[src/rtl/cpu_reg_package.sv]
// Shared definitions for the CPU bus fabric: slave address map, FSM state type
// and the default slave count.
package cpu_reg_package;

    localparam int unsigned num_entries  = 8;
    localparam int unsigned MapAddrWidth = 32;

    typedef enum logic [1:0] {
        IDLE,
        ACCESS,
        RESP
    } bus_state_t;

    // Slave identifiers; index k of slv_sel_o corresponds to enum value k.
    typedef enum logic [4:0] {
        Slave0 = 5'd0,
        Slave1 = 5'd1,
        Slave2 = 5'd2,
        Slave3 = 5'd3,
        Slave4 = 5'd4,
        Slave5 = 5'd5,
        Slave6 = 5'd6,
        Slave7 = 5'd7
    } slave_e;

    // Slaves 1 and 3 overlap at 0x2000-0x2FFF; the decoder resolves to the lower index.
    function automatic logic [MapAddrWidth-1:0] get_address_start(input slave_e slv);
        case (slv)
            Slave0:  return 32'h0000_0000;
            Slave1:  return 32'h0000_2000;
            Slave2:  return 32'h0000_1000;
            Slave3:  return 32'h0000_2000;
            Slave4:  return 32'h0000_4000;
            Slave5:  return 32'h0000_5000;
            Slave6:  return 32'h0000_6000;
            Slave7:  return 32'h0000_7000;
            // Unmapped slots get an empty range (start > end) so they never match.
            default: return 32'hFFFF_FFFF;
        endcase
    endfunction

    function automatic logic [MapAddrWidth-1:0] get_address_end(input slave_e slv);
        case (slv)
            Slave0:  return 32'h0000_0FFF;
            Slave1:  return 32'h0000_2FFF;
            Slave2:  return 32'h0000_1FFF;
            Slave3:  return 32'h0000_3FFF;
            Slave4:  return 32'h0000_4FFF;
            Slave5:  return 32'h0000_5FFF;
            Slave6:  return 32'h0000_6FFF;
            Slave7:  return 32'h0000_7FFF;
            default: return 32'h0000_0000;
        endcase
    endfunction

endpackage

[src/rtl/reset_stretcher.sv]
// Holds reset_o high for RESET_STRETCH clocks after reset_i releases.
// Synchronous active-low reset_i restarts the count every time it is low.
module reset_stretcher #(
    parameter int unsigned RESET_STRETCH = 5
) (
    input  logic clk_i,
    input  logic reset_i,
    output logic reset_o
);

    localparam int unsigned CntW = $clog2(RESET_STRETCH + 1);

    logic [CntW-1:0] cnt_q;
    logic            reset_q;

    if (RESET_STRETCH < 1) begin : g_bad_stretch
        $error("RESET_STRETCH must be at least 1");
    end

    // Count clocks with reset_i high; drop reset_o once the count is reached.
    always_ff @(posedge clk_i) begin
        if (!reset_i) begin
            cnt_q   <= '0;
            reset_q <= 1'b1;
        end else if (reset_q) begin
            if (cnt_q == CntW'(RESET_STRETCH)) begin
                reset_q <= 1'b0;
            end else begin
                cnt_q <= cnt_q + CntW'(1);
            end
        end
    end

    assign reset_o = reset_q;

endmodule

[src/rtl/cpu_bus_fabric.sv]
// Single-master CPU bus fabric: decodes a CPU access onto one of NUM_SLAVES
// slave channels, waits for that slave's ready and returns a one-cycle response.
// Optional build macro BUS_TIMEOUT_EN adds an ACCESS wait-cycle limit that ends
// the access with an error after TIMEOUT_CYCLES cycles without slave ready.
module cpu_bus_fabric
    import cpu_reg_package::*;
#(
    parameter int unsigned NUM_SLAVES     = num_entries,
    parameter int unsigned address_width  = 32,
    parameter int unsigned data_width     = 32,
    parameter int unsigned RESET_STRETCH  = 5,
    parameter int unsigned TIMEOUT_CYCLES = 16
) (
    input  logic                                  clk_i,
    input  logic                                  reset_i,
    input  logic                                  cpu_req_i,
    input  logic                                  cpu_we_i,
    input  logic [address_width-1:0]              cpu_addr_i,
    input  logic [data_width-1:0]                 cpu_wdata_i,
    input  logic [data_width/8-1:0]               cpu_be_i,
    output logic [data_width-1:0]                 cpu_rdata_o,
    output logic                                  cpu_ready_o,
    output logic                                  cpu_err_o,
    output logic [NUM_SLAVES-1:0]                 slv_sel_o,
    output logic [address_width-1:0]              slv_addr_o,
    output logic [data_width-1:0]                 slv_wdata_o,
    output logic [data_width/8-1:0]               slv_be_o,
    output logic                                  slv_we_o,
    input  logic [NUM_SLAVES-1:0][data_width-1:0] slv_rdata_i,
    input  logic [NUM_SLAVES-1:0]                 slv_ready_i,
    output logic                                  cpu_reset_o
);

    if (NUM_SLAVES < 1 || NUM_SLAVES > 32) begin : g_bad_num_slaves
        $error("NUM_SLAVES must be in 1..32");
    end
    if (data_width % 8 != 0) begin : g_bad_data_width
        $error("data_width must be a multiple of 8");
    end
    if (TIMEOUT_CYCLES < 2) begin : g_bad_timeout
        $error("TIMEOUT_CYCLES must be at least 2");
    end

    bus_state_t                 state_q;
    logic [NUM_SLAVES-1:0]      slv_sel_q;
    logic [address_width-1:0]   slv_addr_q;
    logic [data_width-1:0]      slv_wdata_q;
    logic [data_width/8-1:0]    slv_be_q;
    logic                       slv_we_q;
    logic [data_width-1:0]      cpu_rdata_q;
    logic                       cpu_ready_q;
    logic                       cpu_err_q;

    logic [NUM_SLAVES-1:0]      hit_vec;
    logic [NUM_SLAVES-1:0]      dec_onehot;
    logic [63:0]                addr_ext;
    logic                       sel_ready;
    logic [data_width-1:0]      sel_rdata;

`ifdef BUS_TIMEOUT_EN
    localparam int unsigned TimeoutW = $clog2(TIMEOUT_CYCLES + 1);
    logic [TimeoutW-1:0] wait_cnt_q;
`endif

    reset_stretcher #(
        .RESET_STRETCH (RESET_STRETCH)
    ) u_reset_stretcher (
        .clk_i   (clk_i),
        .reset_i (reset_i),
        .reset_o (cpu_reset_o)
    );

    // Address decode: flag every slave whose inclusive range covers the address.
    always_comb begin
        hit_vec  = '0;
        addr_ext = 64'(cpu_addr_i);
        for (int k = 0; k < int'(NUM_SLAVES); k++) begin
            hit_vec[k] = (addr_ext >= 64'(get_address_start(slave_e'(5'(k))))) &&
                         (addr_ext <= 64'(get_address_end(slave_e'(5'(k)))));
        end
    end

    // Isolate the lowest set bit so overlapping ranges resolve to the lowest index.
    assign dec_onehot = hit_vec & (~hit_vec + NUM_SLAVES'(1));

    // Route only the selected slave's ready and read data; others are masked off.
    always_comb begin
        sel_ready = 1'b0;
        sel_rdata = '0;
        for (int k = 0; k < int'(NUM_SLAVES); k++) begin
            if (slv_sel_q[k]) begin
                sel_ready = sel_ready | slv_ready_i[k];
                sel_rdata = sel_rdata | slv_rdata_i[k];
            end
        end
    end

    // Bus FSM with registered outputs: IDLE -> ACCESS -> RESP, or IDLE -> RESP on miss.
    always_ff @(posedge clk_i) begin
        if (!reset_i) begin
            state_q     <= IDLE;
            slv_sel_q   <= '0;
            slv_addr_q  <= '0;
            slv_wdata_q <= '0;
            slv_be_q    <= '0;
            slv_we_q    <= 1'b0;
            cpu_rdata_q <= '0;
            cpu_ready_q <= 1'b0;
            cpu_err_q   <= 1'b0;
`ifdef BUS_TIMEOUT_EN
            wait_cnt_q  <= '0;
`endif
        end else begin
            cpu_ready_q <= 1'b0;
            cpu_err_q   <= 1'b0;
            unique case (state_q)
                IDLE: begin
                    if (cpu_req_i && !cpu_reset_o) begin
                        slv_addr_q  <= cpu_addr_i;
                        slv_wdata_q <= cpu_wdata_i;
                        slv_be_q    <= cpu_be_i;
                        slv_we_q    <= cpu_we_i;
                        if (|hit_vec) begin
                            slv_sel_q <= dec_onehot;
                            state_q   <= ACCESS;
`ifdef BUS_TIMEOUT_EN
                            wait_cnt_q <= '0;
`endif
                        end else begin
                            state_q     <= RESP;
                            cpu_ready_q <= 1'b1;
                            cpu_err_q   <= 1'b1;
                            cpu_rdata_q <= '0;
                        end
                    end
                end
                ACCESS: begin
                    if (sel_ready) begin
                        slv_sel_q   <= '0;
                        state_q     <= RESP;
                        cpu_ready_q <= 1'b1;
                        cpu_rdata_q <= slv_we_q ? '0 : sel_rdata;
                    end
`ifdef BUS_TIMEOUT_EN
                    else if (wait_cnt_q == TimeoutW'(TIMEOUT_CYCLES)) begin
                        slv_sel_q   <= '0;
                        state_q     <= RESP;
                        cpu_ready_q <= 1'b1;
                        cpu_err_q   <= 1'b1;
                        cpu_rdata_q <= '0;
                    end else begin
                        wait_cnt_q <= wait_cnt_q + TimeoutW'(1);
                    end
`endif
                end
                RESP: begin
                    // The response cycle never accepts a new request.
                    state_q <= IDLE;
                end
                default: begin
                    state_q <= IDLE;
                end
            endcase
        end
    end

    assign slv_sel_o   = slv_sel_q;
    assign slv_addr_o  = slv_addr_q;
    assign slv_wdata_o = slv_wdata_q;
    assign slv_be_o    = slv_be_q;
    assign slv_we_o    = slv_we_q;
    assign cpu_rdata_o = cpu_rdata_q;
    assign cpu_ready_o = cpu_ready_q;
    assign cpu_err_o   = cpu_err_q;

endmodule

[config.mk]
export PLATFORM = sky130hd
export DESIGN_NAME = cpu_bus_fabric
export DESIGN_NICKNAME = d
export VERILOG_FILES = /design/src/rtl/cpu_reg_package.sv /design/src/rtl/reset_stretcher.sv /design/src/rtl/cpu_bus_fabric.sv
export SDC_FILE = /design/constraint.sdc
export NUM_CORES = 1
export LEC_CHECK = 0
export BUFFER_PORTS_ARGS = -buffer_cell sky130_fd_sc_hd__buf_4
export CORE_AREA = 2 2 174 176
export CTS_CLUSTER_SIZE = 16
export DETAILED_ROUTE_END_ITERATION = 16
export DIE_AREA = 0 0 176 178
export PLACE_DENSITY_LB_ADDON = 0.12
export SLEW_MARGIN = 20
export SYNTH_ARGS = -nofsm -noshare
export SYNTH_HDL_FRONTEND = slang
export SYNTH_HIERARCHICAL = 1
export SYNTH_SLANG_ARGS = --single-unit
[constraint.sdc]
create_clock -name clk_i -period 1.7 [get_ports clk_i]
set_input_delay 0.255 -clock clk_i [delete_from_list [all_inputs] [get_ports clk_i]]
set_output_delay 0.255 -clock clk_i [all_outputs]
set_load 0.01 [all_outputs]
# After elaboration in Yosys (flattened, before gate mapping)
# Index checks and enable logic that the tools add are counted.
# totals
in_bits	336
reg_bits	117
# op_classes
bitwise_logic	17
n_lt_le_gt_ge	15
muxes	35
eq_ne	6
n_reduce_logical	19
add_sub_neg	2
# ops
operator	count
32-bit two-way mux	12
32-bit OR	7
32-bit by 15-bit >= comparator with 1-bit output, second input constant	4
32-bit by 15-bit <= comparator with 1-bit output, second input constant	4
32-bit by 14-bit <= comparator with 1-bit output, second input constant	2
32-bit one-hot mux with 2 select lines	1
32-bit by 1-bit >= comparator with 1-bit output, second input constant	1
32-bit by 13-bit >= comparator with 1-bit output, second input constant	1
32-bit by 14-bit >= comparator with 1-bit output, second input constant	1
32-bit by 12-bit <= comparator with 1-bit output, second input constant	1
32-bit by 13-bit <= comparator with 1-bit output, second input constant	1
8-bit two-way mux	3
8-bit one-hot mux with 2 select lines	1
1-bit two-way mux	13
1-bit logical AND	9
8-bit by 1-bit adder with 8-bit output, second input constant	1
8-bit AND	1
2-bit != test, second input constant	4
8-bit inverter	1
2-bit AND reduction	4
4-bit AND reduction	2
8-bit OR reduction	1
1-bit OR	7
2-bit two-way mux	3
other kinds (9)	9

# Logic depth before layout (Yosys ltp)
# Gate-level depths: netlist (run 1).
# depth
ltp_word	18
ltp_mapped	7
mapped_depth_nobuf	4

# Modules after synthesis
# The synthesis (run 1) kept the hierarchy.
# modules_own_cells
mod	cells_each	instances	area_per_inst_um2
cpu_bus_fabric	672	1	5788.1
reset_stretcher	18	1	193.9

# Least setup slack after synthesis (run 1)
# No wires, ideal clock.
# synth_path
path_kind	flip-flop to flip-flop
startpoint	register slv_sel_q[6] (netlist: slv_sel_o[6])
endpoint	register cpu_rdata_q[10] (netlist: cpu_rdata_o[10])
setup_ps	73
path_buffers	3
t_required_ps	1627
arrival_ps	1759
period_less_slack_ps	1832
setup_slack_ps	-132
stages_incl_launch_ff	8
cell_sequence	dfxtp_1 -> buf_2 -> a22oi_1 -> a41o_1 -> or4b_1 -> clkbuf_1 -> buf_6 -> o22ai_2
# synth_between
elab_chain_len	6
elab_cells_between_ends	11
cone_classes	1 x eq/ne; 7 x mux; 2 x bitwise; 1 x reduce/logical
# synth_rtl
element	line	source
start, declared	cpu_bus_fabric.sv:45	logic [NUM_SLAVES-1:0] slv_sel_q;
start signal, assigned	cpu_bus_fabric.sv:124	slv_sel_q <= dec_onehot;
32-bit two-way mux	cpu_bus_fabric.sv:91	if (slv_sel_q[k]) begin
32-bit OR	cpu_bus_fabric.sv:93	sel_rdata = sel_rdata | slv_rdata_i[k];
32-bit two-way mux	cpu_bus_fabric.sv:91	
32-bit two-way mux	cpu_bus_fabric.sv:142	cpu_rdata_q <= slv_we_q ? '0 : sel_rdata;
32-bit two-way mux	cpu_bus_fabric.sv:138	if (sel_ready) begin
32-bit one-hot mux with 2 select lines	cpu_bus_fabric.sv:116	unique case (state_q)
end signal, assigned	cpu_bus_fabric.sv:142	
end, declared	cpu_bus_fabric.sv:50	logic [data_width-1:0] cpu_rdata_q;
# Parallel ways exist; a longest one is shown, timed or not. The select of a mux whose other input is x is not followed.
# A chain may end at the register's enable or synchronous reset.

# Final worst setup path (run 1)
# layout_path
startpoint	register state_q[0]
endpoint	register cpu_rdata_q[5] (netlist: cpu_rdata_o[5])
# layout_between
elab_chain_len	3
elab_cells_between_ends	8
cone_classes	4 x eq/ne; 1 x mux; 3 x reduce/logical
# layout_rtl
element	line	source
start, declared	cpu_bus_fabric.sv:44	bus_state_t state_q;
start signal, assigned	cpu_bus_fabric.sv:101	state_q <= IDLE;
start signal, assigned	cpu_bus_fabric.sv:125	state_q <= ACCESS;
start signal, assigned	cpu_bus_fabric.sv:130	state_q <= RESP;
2-bit by 1-bit == test with 1-bit output or 2-bit zero test (tied branches)	cpu_bus_fabric.sv:116	
2-bit != test (no source line) or 2-bit nonzero test (tied branches)	--	
4-bit AND reduction (no source line)	--	
# Parallel ways exist; a longest one is shown, timed or not.

==> impl_metrics.tcl, run 1 <==
set metrics [dict create \
    outcome "complete, but fails checks" \
    violations "negative setup slack" \
    via_per_inst 4.68 \
    cp_data_arrival_time_ns 2.09 \
    dr.pass1.iters 4 \
    floorplan.die_area_um2 31300 \
    start_util_pct 20.3 \
    finalCriticalPeriod_ns 1.74 \
    r2r_cell_count 6 \
    syn_inst 690 \
    final_max_slew_viol_count 0 \
    antenna_violating_nets_post_route 0 \
    finalHoldViolCount 0 \
    grt-ovfl-total 0 \
    cp_class "flop to flop" \
    topRoutingLayerUsed "met5" \
    core.rowCount 63 \
    max-vdd-ir-drop_v 0.000511 \
    destination_of_the_worst_register_to_register_timing_path "cpu_rdata_o[5]$_SDFFE_PN0P_" \
    worst_skew_pair_later_pin_latency_ns 0.42 \
    synth_area_um2 5980 \
    timing.hold.worst_path_depth 3 \
    dieWidth_um 176 \
    drt_wl_total_um 33400 \
    cts.clk_slew.worst_paths_ns 0.07 \
    h-tree-depth 4 \
    setup_viol_count_final 28 \
    setup_slack_placement_ns -0.234 \
    first_iter_violations 419 \
    edff_count_synth 0 \
    synth_top_flop_cell "sky130_fd_sc_hd__dfxtp_1" \
    slew-limit-headroom_pct 65.0 \
    yosys_register_bits 117 \
    tightest_slew_ns 0.525 \
    grt_first_pass_wirelength_um 46900 \
    reg2reg_from "state_q[0]$_SDFFE_PN0P_" \
    cts.sink_count 117 \
    cts_inserted_buffers 17 \
    grt_start_max_net_pins 94 \
    via_count 7239 \
    clock_path_buffers 2 \
    drt-wirelength-per-cell_um 21.6 \
    start_kind "flop" \
    min_delay_worst_endpoint "slv_wdata_o[10]$_SDFFE_PN0P_" \
    critical_path_peak_fanout 8 \
    die_h_um 178 \
    rsz0062_at_grt "true" \
    p_leak_nw 4.40 \
    ioPinCount 448 \
    ctsHoldBuffers 0 \
    synth_sequential_area_ratio_pct 39.2 \
    postLayoutCoreUtil_pct 36.5 \
    timing.clock.skew_ns 0.0126 \
    met3_wirelength_um 2900 \
    synthesis.nets 1028 \
    initial_antenna_violation_count 7 \
    synth.yosys.warnings 6 \
    detail_route.wirelength.met1_um 13100 \
    syn-mean-instance-area_um2 8.67 \
    detail_route.drc_violations 0 \
    worst_setup_slack_for_register_to_register_paths_ns -0.04 \
    power_density_nw_per_um2 692 \
    grt_pass1_vias 7279 \
    cts.root.buffer_cell "sky130_fd_sc_hd__clkbuf_16" \
    final.period_utilization_pct 103 \
    synthDistinctLibCells 39 \
    hold_ws_ns 0.0842 \
    portBuffers 447 \
    area_growth_pct 79.5 \
    place.gp.congestion 0.831 \
    achievable-frequency_ghz 0.574 \
    place.detailed.hpwl_um 24700 \
    cts_tree "yes" \
    track_usage_pct 20.3 \
    totalPowerFinal_w 0.00743 \
    finalWorstSetupSlack_ns -0.0428 \
    synthArstFlopShare_pct 0 \
    hold_class "input pin to flop" \
    maxCapViolCount 0 \
    core-area_um2 29400 \
    critical_path_required_ns 2.05 \
    endpoint_kind "flop" \
    final_net_count 1475 \
    post_route_cells_drive_above_1_share_pct 50.7 \
    worst_hold_startpoint "cpu_wdata_i[10]" \
    met2RoutedLength_um 16800 \
]
-- registers in the layout (all words and copies together), names as in the netlist --
register / count
cpu_rdata_o: 32
slv_addr_o: 32
slv_wdata_o: 32
slv_sel_o: 8
slv_be_o: 4
u_reset_stretcher/cnt_q: 3
state_q: 2
cpu_err_o: 1
cpu_ready_o: 1
slv_we_o: 1
u_reset_stretcher/reset_o: 1
-- routing by layer --
metal	up-vias	global-route usage (%)
met3	30	7.12
met4	2	5.82
met2	295	35.6
met5	-	0
met1	3457	23.2
li1	3455	-
-- worst max-delay path: stages (launching register included) --
cell and delay (ns):
sky130_fd_sc_hd__dfxtp_2 0.34, sky130_fd_sc_hd__buf_6 0.11, sky130_fd_sc_hd__nand2b_4 0.05, sky130_fd_sc_hd__a41o_1 0.23, sky130_fd_sc_hd__or4b_4 0.62, sky130_fd_sc_hd__clkbuf_16 0.24, sky130_fd_sc_hd__o22ai_2 0.09
-- cell usage in the layout (no fill, tap or decap), types with 5 or more instances in the layout --
| cell type | netlist | layout |
|---|---|---|
| sky130_fd_sc_hd__a21boi_0 | 69 | 69 |
| sky130_fd_sc_hd__a22oi_1 | 132 | 130 |
| sky130_fd_sc_hd__and4_1 | 32 | 32 |
| sky130_fd_sc_hd__buf_12 | 0 | 5 |
| sky130_fd_sc_hd__buf_4 | 4 | 482 |
| sky130_fd_sc_hd__buf_6 | 4 | 5 |
| sky130_fd_sc_hd__clkbuf_16 | 0 | 18 |
| sky130_fd_sc_hd__dfxtp_1 | 117 | 108 |
| sky130_fd_sc_hd__dfxtp_2 | 0 | 9 |
| sky130_fd_sc_hd__diode_2 | 0 | 6 |
| sky130_fd_sc_hd__inv_8 | 0 | 5 |
| sky130_fd_sc_hd__mux2i_1 | 10 | 10 |
| sky130_fd_sc_hd__nand2_1 | 182 | 182 |
| sky130_fd_sc_hd__nand2b_1 | 6 | 5 |
| sky130_fd_sc_hd__o22ai_2 | 30 | 31 |
-- synth_stat cells (2+ instances only) --
cell type                  number  area (um2)
sky130_fd_sc_hd__nand4b_1       4        35.0
sky130_fd_sc_hd__and4_1        32         280
sky130_fd_sc_hd__buf_6          4        45.0
sky130_fd_sc_hd__a21oi_1        3        15.0
sky130_fd_sc_hd__ha_1           2        25.0
sky130_fd_sc_hd__nor2_1         2        7.51
sky130_fd_sc_hd__o22ai_2       30         375
sky130_fd_sc_hd__dfxtp_1      117        2340
sky130_fd_sc_hd__o22ai_1        2        12.5
sky130_fd_sc_hd__or4_4          2        22.5
sky130_fd_sc_hd__clkbuf_1      52         195
sky130_fd_sc_hd__buf_2          8        40.0
sky130_fd_sc_hd__or4b_1         2        20.0
sky130_fd_sc_hd__nand2b_1       6        37.5
sky130_fd_sc_hd__a21boi_0      69         518
sky130_fd_sc_hd__nand2_1      182         683
sky130_fd_sc_hd__buf_4          4        30.0
sky130_fd_sc_hd__nand3_1        3        15.0
sky130_fd_sc_hd__mux2i_1       10         100
sky130_fd_sc_hd__nand4_1        3        18.8
sky130_fd_sc_hd__a22oi_1      132         991
sky130_fd_sc_hd__nor4_1         4        25.0
-- layout make-up --
type / count / area [um2]
fill: 3076 / 18700
clock inverter: 15 / 184
inverter: 1 / 3.75
sequential: 117 / 2350
timing repair buffer: 496 / 3880
antenna: 6 / 15.0
tap: 390 / 488
clock buffer: 17 / 425
multi-input combinational: 504 / 3390
-- how the worst max path moves through the flow --
stage	from	endpoint	slack, ns	depth (start not counted)
5_1_grt	state_q[0]$_SDFFE_PN0P_	cpu_rdata_o[27]$_SDFFE_PN0P_	-0.07	6
4_1_cts	state_q[0]$_SDFFE_PN0P_	cpu_rdata_o[28]$_SDFFE_PN0P_	-0.02	6
3_5_place_dp	cpu_addr_i[24]	slv_sel_o[3]$_SDFFE_PN0P_	-0.23	5
6_report	state_q[0]$_SDFFE_PN0P_	cpu_rdata_o[5]$_SDFFE_PN0P_	-0.04	6
2_1_floorplan	slv_sel_o[3]$_SDFFE_PN0P_	cpu_rdata_o[10]$_SDFFE_PN0P_	-0.002	7
3_3_place_gp	cpu_addr_i[20]	cpu_rdata_o[6]$_SDFFE_PN0P_	-0.23	6
-- power breakdown --
part	internal, W	leakage (nW)	switching (W)	total (W)
clock	0.00223	0.295	0.00156	0.00380
combinational	0.000579	3.16	0.000269	0.000848
sequential	0.00277	0.948	0.0000164	0.00278
total	0.00558	4.40	0.00185	0.00743
-- per-stage QoR --
stage          instances  TNS [ns]  area [um2]
6_report            1546    -0.461       10700
5_1_grt             1545     -1.70       10700
4_1_cts             1539    -0.274       10700
3_5_place_dp        1502    -12.69        9930
3_3_place_gp        1502    -13.14        9930
2_1_floorplan        690   -0.0559        6070
-- timing repair --
item | in CTS | in global routing
endpoints found under the setup margin | 103 | 36
gates cloned | 3 | 1
gates resized for setup | 15 | 2
pin swaps | 1 | 0
setup buffers | 2 | 0
-- logic make-up (layout without fill, tap and decap cells) --
kind of cell    Yosys count  after routing  synth area share (%)
compound gates          243            243                  33.1
simple gates            249            249                  20.4
buf+inv                  69            529                  5.25
other cells               0              6                     0
mux                      10             10                  1.67
flops                   117            117                  39.2
fa+ha+maj                 2              2                 0.418
No activity file was read; power rests on OpenSTA's default activity.
==> run 2, diff against run 1 <==
--- a/config.mk
+++ b/config.mk
@@ -11,6 +11,7 @@
 export DETAILED_ROUTE_END_ITERATION = 16
 export DIE_AREA = 0 0 176 178
 export PLACE_DENSITY_LB_ADDON = 0.12
+export SKIP_LAST_GASP = 1
 export SLEW_MARGIN = 20
 export SYNTH_ARGS = -nofsm -noshare
 export SYNTH_HDL_FRONTEND = slang
==> impl_metrics.tcl, run 2 (synthesis results as in run 1) <==
set metrics [dict create \
    critical_path_required_ns 2.04 \
    sw_share_pct 24.9 \
    start_kind "flop" \
    setup_viol_count_final 27 \
    finalCriticalPeriod_ns 1.74 \
    cp_class "flop to flop" \
    place.gp.congestion 0.831 \
    clock_path_buffers 2 \
    cts.root.buffer_cell "sky130_fd_sc_hd__clkbuf_16" \
    cts.sink_count 117 \
    internal_pwr_total_w 0.00558 \
    hold_class "input pin to flop" \
    achievable-frequency_ghz 0.574 \
    track_usage_pct 20.3 \
    antenna_violating_nets_post_route 0 \
    violations "negative setup slack" \
    sequential_share_of_power_pct 37.5 \
    finalHoldViolCount 0 \
    core-area_um2 29400 \
    critical_path_peak_fanout 8 \
    cp_data_arrival_time_ns 2.09 \
    via_per_inst 4.68 \
    final_net_count 1475 \
    detail_route.drc_violations 0 \
    via_count 7245 \
    drt_wl_total_um 33300 \
    dieWidth_um 176 \
    portBuffers 447 \
    start_util_pct 20.3 \
    floorplan.die_area_um2 31300 \
    slew-limit-headroom_pct 65.0 \
    maxCapViolCount 0 \
    grt-ovfl-total 0 \
    grt_start_max_net_pins 94 \
    grt_first_pass_wirelength_um 46900 \
    grt_pass1_vias 7268 \
    postLayoutCoreUtil_pct 36.5 \
    h-tree-depth 4 \
    comb_power_share_pct 11.4 \
    first_iter_violations 411 \
    p_leak_nw 4.40 \
    dr.pass1.iters 5 \
    tightest_slew_ns 0.525 \
    drt-wirelength-per-cell_um 21.5 \
    layout_common_cells "482 x sky130_fd_sc_hd__buf_4, 182 x sky130_fd_sc_hd__nand2_1, 130 x sky130_fd_sc_hd__a22oi_1" \
    ioPinCount 448 \
    final_max_slew_viol_count 0 \
    p_clk_share_pct 51.1 \
    core.rowCount 63 \
    cts_inserted_buffers 17 \
    totalPowerFinal_w 0.00743 \
    timing.clock.skew_ns 0.0126 \
    place.detailed.hpwl_um 24700 \
    post_route_cells_drive_above_1_share_pct 50.7 \
    area_growth_pct 79.4 \
    worst_skew_pair_later_pin_latency_ns 0.42 \
    cts.clk_slew.worst_paths_ns 0.07 \
    rsz0062_at_grt "true" \
    cts_tree "yes" \
    die_h_um 178 \
    power_density_nw_per_um2 692 \
    finalWorstSetupSlack_ns -0.0434 \
    total_switching_power_w 0.00185 \
    endpoint_kind "flop" \
    layout.cells.most_common "sky130_fd_sc_hd__buf_4" \
    final.period_utilization_pct 103 \
    outcome "complete, but fails checks" \
    initial_antenna_violation_count 7 \
    max-vdd-ir-drop_v 0.000511 \
]
-- run 2: worst max-delay path: stages (launching register included) --
cell and delay, ns:
sky130_fd_sc_hd__dfxtp_2 0.34, sky130_fd_sc_hd__buf_6 0.11, sky130_fd_sc_hd__nand2b_4 0.05, sky130_fd_sc_hd__a41o_1 0.23
sky130_fd_sc_hd__or4b_4 0.62, sky130_fd_sc_hd__clkbuf_16 0.24, sky130_fd_sc_hd__o22ai_2 0.08
-- run 2: timing repair --
action / in CTS / in global routing
gates cloned: 3 / 1
pin swaps: 1 / 0
setup endpoints to repair: 103 / 36
hold buffers: 0 / 0
resized for setup: 14 / 2
buffers inserted: 2 / 0
-- run 2: power by group through the flow --
| stage | logic [W] | registers (W) | clock network (W) |
|---|---|---|---|
| 3_3_place_gp | 0.000841 | 0.00284 | 0 |
| 5_1_grt | 0.000912 | 0.00279 | 0.00405 |
| 6_report | 0.000847 | 0.00278 | 0.00380 |
| 2_1_floorplan | 0.000126 | 0.00285 | 0 |
| 3_5_place_dp | 0.000848 | 0.00285 | 0 |
| 4_1_cts | 0.000856 | 0.00278 | 0.00393 |
-- run 2: through the flow --
step           setup WS [ns]  TNS [ns]  hold slack [ns]  cells  cell area, um2
6_report             -0.0434    -0.426           0.0840   1547           10700
5_1_grt              -0.0736     -1.66           0.0696   1545           10700
4_1_cts              -0.0215    -0.285           0.0674   1539           10700
3_5_place_dp          -0.234    -12.69            0.457   1502            9930
3_3_place_gp          -0.234    -13.14            0.450   1502            9930
2_1_floorplan       -0.00186   -0.0559            0.328    690            6070
-- run 2: worst paths after layout --
check	start	end	slack, ns	depth (start not counted)
worst max-delay path	state_q[0]$_SDFFE_PN0P_	cpu_rdata_o[24]$_SDFFE_PN0P_	-0.04	6
worst min-delay path	cpu_wdata_i[10]	slv_wdata_o[10]$_SDFFE_PN0P_	0.08	3
worst max register to register	state_q[0]$_SDFFE_PN0P_	cpu_rdata_o[24]$_SDFFE_PN0P_	-0.04	6
worst min register to register	slv_addr_o[25]$_SDFFE_PN0P_	slv_addr_o[25]$_SDFFE_PN0P_	0.46	2
-- run 2: routing by layer --
layer	GRT usage, %	part of all wire [%]	vias up	routed length, um
met5	0	0.054	-	18
met4	5.82	1.9	2	646
met3	7.12	8.5	29	2850
met2	35.6	50	289	16800
met1	23.2	39	3468	13100
li1	-	-	3457	-
-- run 2: cell type report --
class	count	area [um2]
flip-flops and latches	117	2350
clock inverters	15	184
inverters	1	3.75
well taps	390	488
multi-input cells	504	3380
clock buffers	17	425
diodes	7	17.5
repair buffers	496	3880
fillers	3078	18700
==> run 3, diff against run 2 <==
--- a/config.mk
+++ b/config.mk
@@ -11,9 +11,11 @@
 export DETAILED_ROUTE_END_ITERATION = 16
 export DIE_AREA = 0 0 176 178
 export PLACE_DENSITY_LB_ADDON = 0.12
+export SETUP_SLACK_MARGIN = 0.5
 export SKIP_LAST_GASP = 1
 export SLEW_MARGIN = 20
 export SYNTH_ARGS = -nofsm -noshare
 export SYNTH_HDL_FRONTEND = slang
 export SYNTH_HIERARCHICAL = 1
 export SYNTH_SLANG_ARGS = --single-unit
+export TNS_END_PERCENT = 100
==> impl_metrics.tcl, run 3 (synthesis results as in run 1) <==
set metrics [dict create \
    outcome "complete, but fails checks" \
    violations "negative setup slack" \
    drt_wl_total_um 39300 \
    hold_class "input pin to flop" \
    h-tree-depth 4 \
    cts.sink_count 117 \
    start_util_pct 20.3 \
    ctsHoldBuffers 0 \
    ioPinCount 448 \
    ff_latch_area_um2 2410 \
    start_kind "flop" \
    core.rowCount 63 \
    total_switching_power_w 0.00189 \
    maxCapViolCount 0 \
    layout.cells.most_common "sky130_fd_sc_hd__buf_4" \
    cts_tree "yes" \
    cts.root.buffer_cell "sky130_fd_sc_hd__clkbuf_16" \
    post_route_cells_drive_above_1_share_pct 64.1 \
    final_max_slew_viol_count 0 \
    grt_start_max_net_pins 51 \
    place.detailed.hpwl_um 25300 \
    via_per_inst 4.76 \
    die_h_um 178 \
    antenna_violating_nets_post_route 0 \
    p_leak_nw 5.20 \
    cp_data_arrival_time_ns 2.12 \
    setup_slack_placement_ns -0.242 \
    floorplan.die_area_um2 31300 \
    finalHoldViolCount 0 \
    place.gp.congestion 0.836 \
    tightest_slew_ns 0.548 \
    achievable-frequency_ghz 0.563 \
    totalPowerFinal_w 0.00738 \
    grt_first_pass_wirelength_um 52000 \
    portBuffers 447 \
    clock_path_buffers 2 \
    critical_path_peak_fanout 8 \
    initial_antenna_violation_count 6 \
    core-area_um2 29400 \
    layout.filler_cells 3022 \
    setup_viol_count_final 64 \
    worst_hold_startpoint "cpu_addr_i[24]" \
    final_net_count 1550 \
    destination_of_the_worst_register_to_register_timing_path "cpu_rdata_o[29]$_SDFFE_PN0P_" \
    critical_path_required_ns 2.04 \
    internal_pwr_total_w 0.00549 \
    track_usage_pct 22.9 \
    dr.pass1.iters 5 \
    endpoint_kind "flop" \
    rsz0062_at_grt "true" \
    drt-wirelength-per-cell_um 24.2 \
    placed_cells_incl_taps 1501 \
    power_density_nw_per_um2 586 \
    comb_power_share_pct 13.0 \
    detail_route.drc_violations 0 \
    r2r_cell_count 8 \
    final_cells 1621 \
    max-vdd-ir-drop_v 0.000533 \
    grt_pass1_vias 7618 \
    final.period_utilization_pct 105 \
    cts_inserted_buffers 17 \
    layout_common_cells "499 x sky130_fd_sc_hd__buf_4, 129 x sky130_fd_sc_hd__a22oi_1, 113 x sky130_fd_sc_hd__nand2_1" \
    timing.clock.skew_ns 0.0101 \
    worst_skew_pair_later_pin_latency_ns 0.42 \
    via_count 7710 \
    reg2reg_from "state_q[0]$_SDFFE_PN0P_" \
    sequential_share_of_power_pct 37.6 \
    finalCriticalPeriod_ns 1.78 \
    min_delay_worst_endpoint "slv_addr_o[24]$_SDFFE_PN0P_" \
    p_clk_share_pct 49.4 \
    cts.clk_slew.worst_paths_ns 0.06 \
    dieWidth_um 176 \
    worst_setup_slack_for_register_to_register_paths_ns -0.08 \
    area_growth_pct 111 \
    multi_input_area_um2 3920 \
    sw_share_pct 25.6 \
    timing.hold.worst_path_depth 3 \
    finalWorstSetupSlack_ns -0.0770 \
    slew-limit-headroom_pct 63.5 \
    cp_class "flop to flop" \
    grt-ovfl-total 0 \
    first_iter_violations 392 \
]
[run 3: final cells by class]
cell class                 instances  area share, %
clock buffer                      17           3.38
sequential                       117           19.1
inverter                           1         0.0298
clock inverter                    15           1.27
tap                              390           3.88
multi-input combinational        504           31.1
timing repair buffer             571           41.1
antenna                            6          0.119
[run 3: worst max-delay path by stage]
| stage | slack [ns] | startpoint | to | depth (start not counted) |
|---|---|---|---|---|
| floorplan | -0.002 | slv_sel_o[3]$_SDFFE_PN0P_ | cpu_rdata_o[10]$_SDFFE_PN0P_ | 7 |
| finish | -0.08 | state_q[0]$_SDFFE_PN0P_ | cpu_rdata_o[29]$_SDFFE_PN0P_ | 8 |
| global route | -0.10 | state_q[0]$_SDFFE_PN0P_ | cpu_rdata_o[24]$_SDFFE_PN0P_ | 8 |
| global placement | -0.24 | cpu_addr_i[24] | slv_sel_o[4]$_SDFFE_PN0P_ | 5 |
| CTS | -0.08 | state_q[0]$_SDFFE_PN0P_ | cpu_rdata_o[16]$_SDFFE_PN0P_ | 6 |
| detailed placement | -0.24 | cpu_addr_i[24] | slv_sel_o[1]$_SDFFE_PN0P_ | 5 |
[run 3: routing by layer]
metal  vias up  routed length, um  track usage [%]
met5         -                  0                0
met4         0                690             5.34
met3        25               2870             6.56
met2       305              19700             40.1
met1      3751              16100             27.7
li1       3629                  -                -
[run 3: critical path, cell delays in order, from the launching register on]
cell and delay (ns):
sky130_fd_sc_hd__dfxtp_4 0.35, sky130_fd_sc_hd__buf_6 0.12, sky130_fd_sc_hd__buf_4 0.13, sky130_fd_sc_hd__nor4_1 0.27
sky130_fd_sc_hd__buf_4 0.16, sky130_fd_sc_hd__a22oi_2 0.07, sky130_fd_sc_hd__buf_6 0.15, sky130_fd_sc_hd__bufbuf_16 0.28
sky130_fd_sc_hd__o22ai_2 0.16
[run 3: through the flow]
stage | setup TNS, ns | util [%] | hold WS, ns | area (um2)
floorplan | -0.0559 | - | 0.328 | 6170
global placement | -14.24 | 33.8 | 0.438 | 9920
detailed placement | -13.24 | 33.8 | 0.442 | 9920
CTS | -2.25 | 40.3 | 0.0542 | 11800
global route | -4.36 | 42.8 | 0.0598 | 12600
finish | -1.98 | 42.8 | 0.0748 | 12600
[run 3: power groups by stage]
stage	Combinational, W	Clock (W)	Sequential, W
CTS	0.000934	0.00376	0.00278
finish	0.000958	0.00365	0.00278
global route	0.00102	0.00386	0.00278
detailed placement	0.000857	0	0.00285
floorplan	0.000139	0	0.00285
global placement	0.000847	0	0.00284
[run 3: repair_timing]
| item | 4_1_cts | 5_1_grt |
|---|---|---|
| endpoints found under the setup margin | 123 | 146 |
| buffers inserted | 33 | 26 |
| gates resized for setup | 130 | 131 |
| pin swaps | 59 | 30 |
| gates cloned | 21 | 2 |
